===== src/rtl/if_stage_pkg.sv =====
// Shared widths, constants and reset level for the instruction-fetch stage.
package if_stage_pkg;

  localparam int InstAddrW = 32;
  localparam int InstW     = 32;
  localparam int MemByteW  = 8;

  typedef logic [InstAddrW-1:0] InstAddrBus;
  typedef logic [InstW-1:0]     InstBus;
  typedef logic [MemByteW-1:0]  MemByteBus;

  localparam InstBus ZeroWord  = 32'h0000_0000;
  localparam logic   RstEnable = 1'b0;

endpackage


===== src/rtl/if_stage.sv =====
// Instruction-fetch stage: four byte reads per little-endian instruction,
// held for decode under stall, restarted immediately on redirect.
module if_stage
  import if_stage_pkg::*;
#(
  parameter logic [31:0] RESET_PC = 32'h0000_0000
) (
  input  logic        clk,
  input  logic        rst,
  input  logic        stall_i,
  input  logic        jump_en_i,
  input  logic [31:0] jump_addr_i,
  input  logic [7:0]  mem_din_i,
  output logic [31:0] mem_a_o,
  output logic        mem_rd_o,
  output logic [31:0] if_pc_o,
  output logic [31:0] if_inst_o,
  output logic        if_valid_o
);

  typedef enum logic [2:0] {
    S0   = 3'd0,
    S1   = 3'd1,
    S2   = 3'd2,
    S3   = 3'd3,
    S4   = 3'd4,
    HOLD = 3'd5
  } state_e;

  state_e     state_q;
  InstAddrBus pc_q;
  logic [23:0] buf_q;
  InstAddrBus if_pc_q;
  InstBus     if_inst_q;
  logic       if_valid_q;
  logic       issue;

  // S0..S3 issue byte k = pc+k, where k is the low two bits of the state code.
  assign issue    = (state_q == S0) || (state_q == S1) || (state_q == S2) || (state_q == S3);
  assign mem_rd_o = issue && (rst != RstEnable);
  assign mem_a_o  = issue ? (pc_q + {30'b0, state_q[1:0]}) : pc_q;

  assign if_pc_o    = if_pc_q;
  assign if_inst_o  = if_inst_q;
  assign if_valid_o = if_valid_q;

  always_ff @(posedge clk) begin
    if (rst == RstEnable) begin
      state_q    <= S0;
      pc_q       <= RESET_PC & 32'hFFFF_FFFC;
      buf_q      <= 24'h0;
      if_pc_q    <= ZeroWord;
      if_inst_q  <= ZeroWord;
      if_valid_q <= 1'b0;
    end else if (jump_en_i) begin
      // Redirect squashes any partial or held instruction; late bytes are ignored.
      state_q    <= S0;
      pc_q       <= jump_addr_i & 32'hFFFF_FFFC;
      if_valid_q <= 1'b0;
    end else begin
      case (state_q)
        S0: state_q <= S1;
        S1: begin
          buf_q[7:0] <= mem_din_i;
          state_q    <= S2;
        end
        S2: begin
          buf_q[15:8] <= mem_din_i;
          state_q     <= S3;
        end
        S3: begin
          buf_q[23:16] <= mem_din_i;
          state_q      <= S4;
        end
        S4: begin
          if_inst_q  <= {mem_din_i, buf_q};
          if_pc_q    <= pc_q;
          if_valid_q <= 1'b1;
          state_q    <= HOLD;
        end
        HOLD: begin
          if (!stall_i) begin
            pc_q       <= pc_q + 32'd4;
            if_valid_q <= 1'b0;
            state_q    <= S0;
          end
        end
        default: state_q <= S0;
      endcase
    end
  end

endmodule

===== config.mk =====
export PLATFORM = sky130hd
export DESIGN_NAME = if_stage
export DESIGN_NICKNAME = d
export VERILOG_FILES = /design/src/rtl/if_stage_pkg.sv /design/src/rtl/if_stage.sv
export SDC_FILE = /design/constraint.sdc
export NUM_CORES = 1
export LEC_CHECK = 0
export CAP_MARGIN = 20
export CORE_MARGIN = 8
export CORE_UTILIZATION = 48
export CTS_BUF_LIST = sky130_fd_sc_hd__clkbuf_4 sky130_fd_sc_hd__clkbuf_8 sky130_fd_sc_hd__clkbuf_16
export DETAILED_ROUTE_END_ITERATION = 10
export GPL_TIMING_DRIVEN = 0
export PLACE_DENSITY = 0.79
export SYNTH_ARGS = -nofsm -noshare
export SYNTH_HDL_FRONTEND = slang
export SYNTH_SLANG_ARGS = --single-unit

===== constraint.sdc =====
create_clock -name clk -period 2.4 [get_ports clk]
set_input_delay 0.48 -clock clk [delete_from_list [all_inputs] [get_ports clk]]
set_output_delay 0.48 -clock clk [all_outputs]
set_load 0.1 [all_outputs]

==> flow_metrics.py <==
metrics = {
    "route": {
        "via_per_inst": 5.449,
        "ant_nets": 0,
        "wire_per_inst_um": 16.97,
        "drc": 0,
        "drt_iter0_drc": 411,
        "wl_um": 15830,
        "dr.pass1.iters": 5,
        "vias": 5084,
    },
    "cells_and_area": {
        "multiInputGateArea_sq_mm": 0.002646,
        "n_antenna_cell": 0,
        "seq_area_sq_mm": 0.002429,
        "final_core_util_pct": 67.90,
        "fill_cells": 914,
        "synthToLayoutAreaGrowth_pct": 39.02,
        "final_cell_mix": "nand2_1, dfxtp_1, dlygate4sd2_1, a21boi_0, clkdlybuf4s50_1",
        "final_layout_size_suffix_gt1_share_pct": 9.332,
        "final_cell_area_sq_mm": 0.007328,
        "layout_commonest_cell": "nand2_1",
        "finalNetCount": 826,
    },
    "power": {
        "leakagePower_nw": 2.914,
        "power_density_mw_per_mm2": 716.3,
        "power.total_mw": 5.249,
        "ir_drop_mv": 0.3929,
    },
    "critical_path": {
        "critical-path-top-delay-family": "buffers and inverters",
        "endpoint_kind": "output port",
        "cp_data_required_time_ns": 1.92,
        "slowest_stage": "dlygate4sd2_1",
        "path_max_fanout": 7,
        "cp_cell_sequence": "dlygate4sd2_1",
        "crit_arrival_ns": 1.88,
        "cp-start-kind": "register",
        "cp_num_buf_inv": 1,
        "crit_type": "register to output port",
        "crit_path_max_incr_delay_ns": 0.91,
    },
    "cts": {
        "cts_buffer_depth": 2,
        "tritoncts": "yes",
        "cts_sinks": 120,
        "clk_pin_slew_ns": 0.06,
        "cts_buffers": 17,
        "htree_levels": 4,
        "clkLatencyLatePin_ns": 0.52,
        "holdBufCountCts": 0,
        "root_buffer": "clkbuf_8",
    },
    "die": {
        "die_x_um": 120.8,
        "ioPinCount": 142,
        "core_area_sq_mm": 0.01079,
        "start_util_pct": 48.84,
        "row_count": 38,
        "dieArea_sq_mm": 0.01459,
        "die_h_um": 120.8,
    },
    "timing": {
        "setup_ws_ns": 0.04272,
        "finalSetupViolCount": 0,
        "rsz0062_at_grt": "no",
        "drv_slew": 0,
        "max_freq_mhz": 424.2,
        "finalCritPeriodShare_pct": 98.22,
        "min_period_ns": 2.357,
        "slew_headroom_pct": 31.35,
        "clock_skew_ns": 0.005901,
        "tns_ns": 0,
        "hold_viol": 0,
        "worst_slew_pin_slew_ns": 1.034,
    },
    "grt": {
        "grtUsageTotal_pct": 21.69,
        "grt_pass1_vias": 5114,
        "gr-total-overflow": 0,
        "antenna_found_initial": 0,
        "grt_pass1_wl_um": 25500,
        "grt_max_degree": 20,
    },
    "worst_hold_path": {
        "hold_class": "register to register",
    },
    "yosys": {
        "ys_seq_area_share_pct": 45.57,
        "yosysWarnings": 0,
        "syn_avg_cell_area_sq_um": 8.421,
        "synth_flop_cell": "dfxtp_1",
        "ys_async_sr_fraction_pct": 0,
        "syn-cell-area_sq_mm": 0.005271,
        "synth_area_leaders": "dfxtp_1, nand2_1, a21boi_0, clkbuf_1, o21ai_0",
        "syn_inst": 626,
        "yosysUniqueCellTypes": 52,
        "ys_ff_latch": 120,
        "synth_top_area_share_pct": 45.57,
        "synth_edf_count": 0,
        "synth.largest_area_cell": "dfxtp_1",
    },
    "run": {
        "cap_viol_max_count": 0,
    },
    "placed_design": {
        "gp_congestion": 0.8707,
        "io_buffers": 136,
        "dp_worst_setup_slack_ns": -1.442,
        "dpl.hpwl_um": 11750,
        "dpl_cell_area_sq_mm": 0.006843,
    },
    "outcome": {
        "status": "finished clean",
    },
}
[report_power, final]
group	leakage, nW	switching, mW	internal [mW]
sequential	0.980	0.0642	2.04
clock	0.285	0.938	1.58
combinational	1.65	0.443	0.182
[synthesized netlist by cell type (9+ instances only)]
| cell type | count |
|---|---|
| nor2b_1 | 15 |
| a31oi_1 | 9 |
| nand3_1 | 9 |
| nand2_1 | 180 |
| nor2_1 | 12 |
| clkbuf_1 | 37 |
| dfxtp_1 | 120 |
| a21boi_0 | 78 |
| nand4_1 | 9 |
| o211a_1 | 9 |
| nor3_1 | 9 |
| nor4_1 | 9 |
| o21ai_0 | 20 |
| nand2b_1 | 14 |
[final cells by class]
type | instances | share of cell area [%]
Timing Repair Buffer | 136 | 16.89
Inverter | 9 | 0.4610
Sequential cell | 120 | 33.14
Buffer | 44 | 3.005
Clock buffer | 17 | 5.651
Tap cell | 140 | 2.390
Clock inverter | 14 | 2.356
Multi-Input combinational cell | 453 | 36.11
[through the flow]
stage               hold slack [ns]  instances
global route                 0.4796        933
finish                       0.4602        933
floorplan                    0.4403        627
CTS                          0.4634        933
detailed placement           0.4578        903
global placement             0.4514        903
[state kept, by name, indices dropped and copies added (netlist names)]
register	count
buf_q	24
if_inst_o	32
if_pc_o	30
if_valid_o	1
pc_q	30
state_q	3
[worst paths after layout]
kind,slack (ns),start,to,cells past startpoint
max reg2reg,0.10,pc_q[10],pc_q[20],6
max,0.04,pc_q[21],mem_a_o[21],1
min,0.46,if_pc_o[23],if_pc_o[23],2
min reg2reg,0.46,if_pc_o[23],if_pc_o[23],2
[timing repair]
item / CTS / global route
setup buffers: 0 / 0
gates resized for setup: 116 / 9
setup endpoints to repair: 98 / 14
hold endpoints to repair: 0 / 0
[cell families after synthesis]
| group | count (synthesis) | share of synthesized area (%) |
|---|---|---|
| AO/OA/AOI/OAI | 145 | 20.34 |
| AND/OR/NAND/NOR | 287 | 25.82 |
| adder cells (fa/ha/maj) | 1 | 0.2373 |
| buffers and inverters | 54 | 4.771 |
| multiplexers | 8 | 1.519 |
| XOR/XNOR | 10 | 1.662 |
| flip-flops | 120 | 45.57 |
| other | 1 | 0.07114 |
[routing by layer]
| metal | track usage [%] | routed length (um) |
|---|---|---|
| met1 | 25.18 | 6614 |
| met2 | 35.36 | 7453 |
| met3 | 8.811 | 1495 |
| met4 | 7.728 | 266 |
| met5 | 0 | 0 |
Note: power is estimated with default switching activity, not from simulation.
